**src/rtl/blackbox_sweeper_if.sv**
```systemverilog
// Bundle between the sweeper and its surroundings: sweep control, the probe
// lines to the external 3-input cell, and the characterisation results.
interface blackbox_sweeper_if;
   logic       start;
   logic       abort;
   logic [7:0] expected;
   logic       probe_q;
   logic       probe_i;
   logic       probe_f;
   logic       probe_u;
   logic       busy;
   logic       done;
   logic [7:0] table_out;
   logic       mismatch;
   logic [2:0] fail_idx;

   modport master (
      output start, abort, expected, probe_u,
      input  probe_q, probe_i, probe_f, busy, done, table_out, mismatch, fail_idx
   );

   modport slave (
      input  start, abort, expected, probe_u,
      output probe_q, probe_i, probe_f, busy, done, table_out, mismatch, fail_idx
   );
endinterface

```
**src/rtl/blackbox_sweeper.sv**
```systemverilog
// Walks all eight input vectors through an external 3-input cell, records its
// truth table and flags the first vector that disagrees with a golden table.
module blackbox_sweeper #(
   parameter int unsigned SETTLE_CYCLES = 2
) (
   input logic               clock,
   input logic               reset,
   blackbox_sweeper_if.slave bus
);

   typedef enum logic [1:0] {IDLE, SETTLE, SAMPLE, DONE} state_t;

   localparam logic [3:0] SETTLE_LAST = 4'(SETTLE_CYCLES - 1);

   state_t     stateQ;
   logic [2:0] idxQ;
   logic [3:0] cntQ;
   logic [7:0] expQ;
   logic [7:0] tableQ;
   logic       mismatchQ;
   logic [2:0] failIdxQ;
   logic       busyQ;
   logic       doneQ;

   // The vector index doubles as the probe drive, so the probes are always
   // exactly the vector being characterised and fall to zero on abort.
   always_ff @(posedge clock) begin
      if (reset) begin
         stateQ    <= IDLE;
         idxQ      <= 3'd0;
         cntQ      <= 4'd0;
         expQ      <= 8'd0;
         tableQ    <= 8'd0;
         mismatchQ <= 1'b0;
         failIdxQ  <= 3'd0;
         busyQ     <= 1'b0;
         doneQ     <= 1'b0;
      end else begin
         case (stateQ)
            IDLE: begin
               if (bus.start) begin
                  expQ      <= bus.expected;
                  idxQ      <= 3'd0;
                  cntQ      <= 4'd0;
                  tableQ    <= 8'd0;
                  mismatchQ <= 1'b0;
                  failIdxQ  <= 3'd0;
                  busyQ     <= 1'b1;
                  stateQ    <= SETTLE;
               end
            end
            SETTLE: begin
               if (bus.abort) begin
                  stateQ <= IDLE;
                  busyQ  <= 1'b0;
                  idxQ   <= 3'd0;
                  cntQ   <= 4'd0;
               end else if (cntQ == SETTLE_LAST) begin
                  stateQ <= SAMPLE;
               end else begin
                  cntQ <= cntQ + 4'd1;
               end
            end
            SAMPLE: begin
               if (bus.abort) begin
                  stateQ <= IDLE;
                  busyQ  <= 1'b0;
                  idxQ   <= 3'd0;
                  cntQ   <= 4'd0;
               end else begin
                  tableQ[idxQ] <= bus.probe_u;
                  // Only the first disagreement is reported; later ones are dropped.
                  if ((bus.probe_u != expQ[idxQ]) && !mismatchQ) begin
                     mismatchQ <= 1'b1;
                     failIdxQ  <= idxQ;
                  end
                  if (idxQ == 3'd7) begin
                     stateQ <= DONE;
                     doneQ  <= 1'b1;
                     busyQ  <= 1'b0;
                  end else begin
                     idxQ   <= idxQ + 3'd1;
                     cntQ   <= 4'd0;
                     stateQ <= SETTLE;
                  end
               end
            end
            DONE: begin
               doneQ  <= 1'b0;
               stateQ <= IDLE;
            end
            default: stateQ <= IDLE;
         endcase
      end
   end

   assign bus.probe_q   = idxQ[2];
   assign bus.probe_i   = idxQ[1];
   assign bus.probe_f   = idxQ[0];
   assign bus.busy      = busyQ;
   assign bus.done      = doneQ;
   assign bus.table_out = tableQ;
   assign bus.mismatch  = mismatchQ;
   assign bus.fail_idx  = failIdxQ;

endmodule

```
**src/flat_wrapper.sv**
```systemverilog
// flat-port wrapper written by rule: the top's interface ports become plain ports
module blackbox_sweeper_flat 
#(
   parameter int unsigned SETTLE_CYCLES = 2
)
  (clock, reset, bus_start, bus_abort, bus_expected, bus_probe_u, bus_probe_q, bus_probe_i, bus_probe_f, bus_busy, bus_done, bus_table_out, bus_mismatch, bus_fail_idx);
  blackbox_sweeper_if bus_i ();
  input logic clock;
  input logic reset;
  input wire logic [$bits(bus_i.start)-1:0] bus_start;
  input wire logic [$bits(bus_i.abort)-1:0] bus_abort;
  input wire logic [$bits(bus_i.expected)-1:0] bus_expected;
  input wire logic [$bits(bus_i.probe_u)-1:0] bus_probe_u;
  output wire logic [$bits(bus_i.probe_q)-1:0] bus_probe_q;
  output wire logic [$bits(bus_i.probe_i)-1:0] bus_probe_i;
  output wire logic [$bits(bus_i.probe_f)-1:0] bus_probe_f;
  output wire logic [$bits(bus_i.busy)-1:0] bus_busy;
  output wire logic [$bits(bus_i.done)-1:0] bus_done;
  output wire logic [$bits(bus_i.table_out)-1:0] bus_table_out;
  output wire logic [$bits(bus_i.mismatch)-1:0] bus_mismatch;
  output wire logic [$bits(bus_i.fail_idx)-1:0] bus_fail_idx;
  assign bus_i.start = bus_start;
  assign bus_i.abort = bus_abort;
  assign bus_i.expected = bus_expected;
  assign bus_i.probe_u = bus_probe_u;
  assign bus_probe_q = bus_i.probe_q;
  assign bus_probe_i = bus_i.probe_i;
  assign bus_probe_f = bus_i.probe_f;
  assign bus_busy = bus_i.busy;
  assign bus_done = bus_i.done;
  assign bus_table_out = bus_i.table_out;
  assign bus_mismatch = bus_i.mismatch;
  assign bus_fail_idx = bus_i.fail_idx;
  blackbox_sweeper #(.SETTLE_CYCLES(SETTLE_CYCLES)) u_core (.clock(clock), .reset(reset), .bus(bus_i));
endmodule
```
**config.mk**
```make
export PLATFORM = sky130hd
export DESIGN_NAME = blackbox_sweeper_flat
export DESIGN_NICKNAME = d
export VERILOG_FILES = /design/src/rtl/blackbox_sweeper_if.sv /design/src/rtl/blackbox_sweeper.sv /design/src/flat_wrapper.sv
export SDC_FILE = /design/constraint.sdc
export NUM_CORES = 1
export LEC_CHECK = 0
export ABC_AREA = 0
export CAP_MARGIN = 5
export CORE_ASPECT_RATIO = 1.4
export CORE_MARGIN = 5
export CORE_UTILIZATION = 50
export DETAILED_ROUTE_END_ITERATION = 16
export PLACE_DENSITY = 0.89
export SLEW_MARGIN = 20
export SYNTH_ARGS = -nofsm -noshare
export SYNTH_HDL_FRONTEND = slang
export SYNTH_SLANG_ARGS = --single-unit
```
**constraint.sdc**
```tcl
create_clock -name clock -period 6.15 [get_ports clock]
set_input_delay 0.9225 -clock clock [delete_from_list [all_inputs] [get_ports clock]]
set_output_delay 0.9225 -clock clock [all_outputs]
set_load 0.02 [all_outputs]
```
### Word level (Yosys, flattened, before mapping)

Index checks and enable logic that the tools add are counted.

| word-level totals | value |
|---|---|
| register bits after elaboration | 31 |
| input bits | 13 |

| operators by class | value |
|---|---|
| magnitude comparators | 2 |
| reduce and logical (&&, ||, !) cells | 15 |
| eq/ne operators | 15 |
| muxes and demuxes | 40 |
| add/subtract/negate cells | 2 |

Operators with widths:

| cell | count |
|---|---|
| $mux W4 | 5 |
| $mux W3 | 6 |
| $mux W8 | 2 |
| $pmux W8 S2 | 1 |
| $reduce_and A4 Y1 | 4 |
| $pmux W4 S3 | 1 |
| $mux W1 | 11 |
| $mux W2 | 5 |
| $pmux W3 S3 | 1 |
| $bwmux W8 | 1 |
| $pmux W2 S4 | 1 |
| $ne A2 B2 Y1 const B | 3 |
| $ne A3 B2 Y1 const B | 2 |
| $ne A3 B3 Y1 const B | 2 |
| $pmux W3 S2 | 1 |
| $reduce_and A3 Y1 | 2 |
| $add A4 B1 Y4 const B | 1 |
| $eq A2 B2 Y1 const B | 2 |
| $eq A4 B1 Y1 const B | 1 |
| $lt A3 B4 Y1 const B | 1 |
| $ne A2 B1 Y1 const B | 2 |
| $pmux W1 S2 | 2 |
| $reduce_and A2 Y1 | 2 |
| $reduce_bool A2 Y1 | 2 |
| other kinds (12) | 13 |

### Longest topological paths before layout

| logic depth | value |
|---|---|
| word-level depth | 7 |
| mapped depth | 7 |

### Worst setup path after synthesis

OpenSTA, ideal clock, no wires.

| timing | value |
|---|---|
| path kind | input to register |
| start | input port bus_abort |
| end | register u_core.failIdxQ[0], in the netlist u_core.bus.fail_idx[0] |
| required time | 6.078 ns |
| library setup time | 0.072 ns |
| path buffers | 0 |
| arrival time | 2.233 ns |
| stages on the path | 4 |
| path slack | 3.845 ns |
| cells stage by stage | or2b_2 or4_2 mux2i_4 mux2i_1 |

| between the ends | value |
|---|---|
| cells in the longest elaborated chain, start to end | 2 |

RTL lines:

| item | RTL line | RTL |
|---|---|---|
| start, declared | flat_wrapper.sv:11 | `input wire logic [$bits(bus_i.abort)-1:0] bus_abort;` |
| $ne A2 B2 Y1 (no source line) | - |  |
| $reduce_and A4 Y1 (no source line) | - |  |
| end signal, assigned | blackbox_sweeper.sv:75 | `failIdxQ <= idxQ;` |
| end, declared | blackbox_sweeper.sv:21 | `logic [2:0] failIdxQ;` |

Every way passes these cells.
A chain may end at the register's enable or synchronous reset.

### Worst setup path in the final report

| timing | value |
|---|---|
| start | input port bus_start |
| end | register u_core.failIdxQ[0], in the netlist u_core.bus.fail_idx[0] |

| between the ends | value |
|---|---|
| cells in the longest elaborated chain, start to end | 2 |

RTL lines:

| item | RTL line | RTL |
|---|---|---|
| start, declared | flat_wrapper.sv:10 | `input wire logic [$bits(bus_i.start)-1:0] bus_start;` |
| $ne A2 B2 Y1 (no source line) | - |  |
| $reduce_and A4 Y1 (no source line) | - |  |

Every way passes these cells.

==> flow_metrics.py <==
metrics = {
    "floorplanning": {
        "fp.dieArea_mm2": 0.00453,
        "pin_count": 30,
        "rows": 24,
        "start_util": 0.524,
        "core_area_mm2": 0.00312,
        "fp.dieH_um": 77.7,
        "die_x_um": 58.3,
    },
    "sta": {
        "hold_violations": 0,
        "finalSetupTns_ns": 0,
        "rsz0062_at_grt": "false",
        "fmax_ghz": 0.360,
        "setup_viol": 0,
        "clock_skew_ns": 0.00439,
        "slew_viol_final": 0,
        "worst_pin_slew_ns": 0.638,
        "slew_headroom": 0.573,
        "finalCritPeriodShare": 0.451,
        "min_period_ns": 2.78,
    },
    "cells_and_area": {
        "final.fill_count": 262,
        "nets": 241,
        "fin_cells": 259,
        "drive_above_1_share": 0.0909,
        "antenna_cells": 0,
        "area_growth_pct": 24.2,
    },
    "clocking": {
        "cts_root_buffer": "clkbuf_8",
        "cts_max_level": 2,
        "cts_tree": "yes",
        "cts.clk_slew.worst_paths_ns": 0.06,
        "postCtsSetupBuffers": 0,
        "hold_buffers": 0,
        "worstSkewPairLatency_ns": 0.29,
        "cts_buffers": 5,
        "clock_sinks": 31,
        "cts_buffer_depth": 2,
        "cts_resized": 0,
    },
    "critical_path": {
        "max_stage_delay_ns": 0.72,
        "crit_chain": "clkdlybuf4s50_1, and2b_2, or4_2, mux2i_4, mux2i_1",
        "required_ns": 6.36,
        "cp-start-kind": "input port",
        "slowest_stage": "clkdlybuf4s50_1",
        "arrival_ns": 2.99,
        "worst_setup_path_end_kind": "flop",
        "cp_max_fo": 12,
        "criticalPathCategory": "input port to flop",
    },
    "logic_synthesis": {
        "yosysSeqAreaShare": 0.379,
        "ys_types": 39,
        "syn_area_per_cell_um2": 8.56,
        "synth.cell_area_mm2": 0.00164,
        "synth_nets": 213,
        "yosys.area.top_type": "dfxtp_1",
        "syn_inst": 191,
        "synthTopCellsByArea": "dfxtp_1, a21oi_1, ha_1",
        "yosys_warnings": 0,
        "synth_top_cell_area_share": 0.379,
        "synth_seq_cells": 31,
    },
    "route": {
        "drcViolationCount": 0,
        "avgRoutedWirePerCell_um": 14.8,
        "dr.pass1.iters": 4,
        "routed_via_density": 5.88,
        "drt-initial-drc-count": 36,
        "drtAntennaViolNets": 0,
        "vias": 1524,
        "routed_wl_um": 3820,
    },
    "power": {
        "vdd_ir_drop_max_uv": 233,
        "power_leakage_nw": 0.733,
        "p_per_area_mw_per_mm2": 233,
        "p_sw_w": 0.000112,
        "seqPwrFrac": 0.446,
        "combPwrFrac": 0.116,
        "p_sw_frac": 0.237,
        "p_int_w": 0.000361,
        "power_frac_clock": 0.438,
    },
    "grt": {
        "grt_overflow_total": 0,
        "grtUsageMet2": 0.324,
        "track_usage": 0.186,
        "antenna_found_initial": 0,
        "grt_max_degree": 28,
        "grt_pass1_wl_um": 6570,
        "grt-busiest-layer": "met2",
        "grt_pass1_vias": 1569,
        "grt_use_met3": 0.0565,
        "grtUsageMet1": 0.184,
    },
    "flow_run": {
        "cap_violations": 0,
    },
    "outcome": {
        "status": "complete, no violations",
    },
    "min_path": {
        "hp-class": "flop to flop",
    },
    "placement": {
        "gp_congestion": 0.877,
        "hpwlAfterDp_um": 2760,
        "placedCellCount": 251,
        "io_buffers": 29,
    },
}
[cell usage after synthesis]
master,n
a21oi_1,31
dfxtp_1,31
nand2_1,21
nand3_1,15
o21ai_0,15
ha_1,9
inv_1,7
nor2_1,6
nor2b_1,6
clkbuf_1,5
nand3b_1,4
mux2_2,3
mux2i_1,3
nand4b_1,3
a211oi_1,2
a31oi_1,2
and2_1,2
buf_6,2
clkbuf_8,2
nand2b_1,2
nand4_1,2
a2111oi_0,1
a32oi_1,1
and2b_2,1
and3_1,1
and4_1,1
and4_2,1
clkinv_1,1
mux2_4,1
mux2i_4,1
mux4_2,1
o21a_1,1
o21ai_1,1
o21bai_1,1
o311a_1,1
or2b_2,1
or3_2,1
or4_1,1
or4_2,1
[worst max-delay path: cells and delay by family]
kind	cells	cell delay, ns
and+or+nand+nor	2	0.88
buffers and inverters	1	0.72
muxes	2	0.46
[cell families (layout without fill, tap and decap cells)]
family,count (synthesis),count (layout),share of synthesized area
fa+ha+maj,9,9,0.0689
simple gates,69,69,0.229
mux,9,9,0.0757
compound gates,56,56,0.187
flops,31,31,0.379
buf+inv,17,46,0.0604
[sequential cells by signal, indices dropped and copies added, names as in the netlist]
signal,cells
u_core.expQ,8
u_core.bus.mismatch,1
u_core.bus.fail_idx,3
u_core.stateQ,2
u_core.cntQ,4
u_core.bus.done,1
u_core.idxQ,3
u_core.bus.busy,1
u_core.bus.table_out,8
[path summary, 6_finish.rpt]
path,startpoint,endpoint,slack [ns],cells past startpoint
setup reg to reg,u_core.stateQ[1]$_SDFFE_PP0P_,u_core.bus.fail_idx[0]$_SDFFE_PP0P_,3.88,6
hold reg to reg,u_core.expQ[5]$_SDFFE_PP0P_,u_core.expQ[5]$_SDFFE_PP0P_,0.45,2
hold / removal,u_core.expQ[5]$_SDFFE_PP0P_,u_core.expQ[5]$_SDFFE_PP0P_,0.45,2
setup / recovery,bus_start,u_core.bus.fail_idx[0]$_SDFFE_PP0P_,3.37,5
[layout make-up]
type / count / area (µm²) / share of cell area
well taps: 39 / 48.8 / 0.0240
multi-input cells: 143 / 916 / 0.451
clock inverters: 2 / 35.0 / 0.0173
clock buffers: 6 / 82.6 / 0.0407
flip-flops and latches: 31 / 621 / 0.306
inverters: 8 / 30.0 / 0.0148
repair buffers: 30 / 298 / 0.147
[routing by layer]
metal  part of all wire  up-vias
met1               0.37      726
met2               0.54       47
li1                   -      737
met5                  0        -
met3              0.058       14
met4              0.030        0
[power groups by stage]
| stage | combinational [W] | clock (W) | sequential (W) |
|---|---|---|---|
| after global placement | 0.0000531 | 0 | 0.000215 |
| after detailed placement | 0.0000539 | 0 | 0.000215 |
| after CTS | 0.0000544 | 0.000210 | 0.000211 |
| after floorplan | 0.0000337 | 0 | 0.000216 |
| final | 0.0000549 | 0.000207 | 0.000211 |
| after global routing | 0.0000606 | 0.000221 | 0.000212 |
[layout by cell type (no fill, tap or decap), drive strengths merged]
| master | count |
|---|---|
| mux2i | 4 |
| a21oi | 31 |
| a211oi | 2 |
| nor2 | 6 |
| nand2 | 21 |
| nand4 | 2 |
| and4 | 2 |
| clkbuf | 6 |
| ha | 9 |
| o311a | 1 |
| clkdlybuf4s50 | 29 |
| a32oi | 1 |
| mux4 | 1 |
| nand3 | 15 |
| and2 | 2 |
| o21ai | 16 |
| a2111oi | 1 |
| mux2 | 4 |
| or3 | 1 |
| bufinv | 1 |
| inv | 7 |
| o21a | 1 |
| or4 | 2 |
| nand3b | 4 |
| o21bai | 1 |
| nand2b | 2 |
| buf | 1 |
| dfxtp | 31 |
| a31oi | 2 |
| clkinv | 2 |
| and2b | 1 |
| and3 | 1 |
| nand4b | 3 |
| nor2b | 6 |
| or2b | 1 |
[metrics by stage]
stage	total power (W)	area (µm²)	utilization	worst slack [ns]	hold WS (ns)
after floorplan	0.000249	1640	-	3.85	0.433
after global placement	0.000268	1910	0.613	3.15	0.441
after detailed placement	0.000269	1910	0.613	3.10	0.446
after CTS	0.000475	2030	0.650	3.39	0.456
after global routing	0.000494	2030	0.650	3.32	0.479
final	0.000473	2030	0.650	3.37	0.451
No activity file was read; power rests on OpenSTA's default activity.
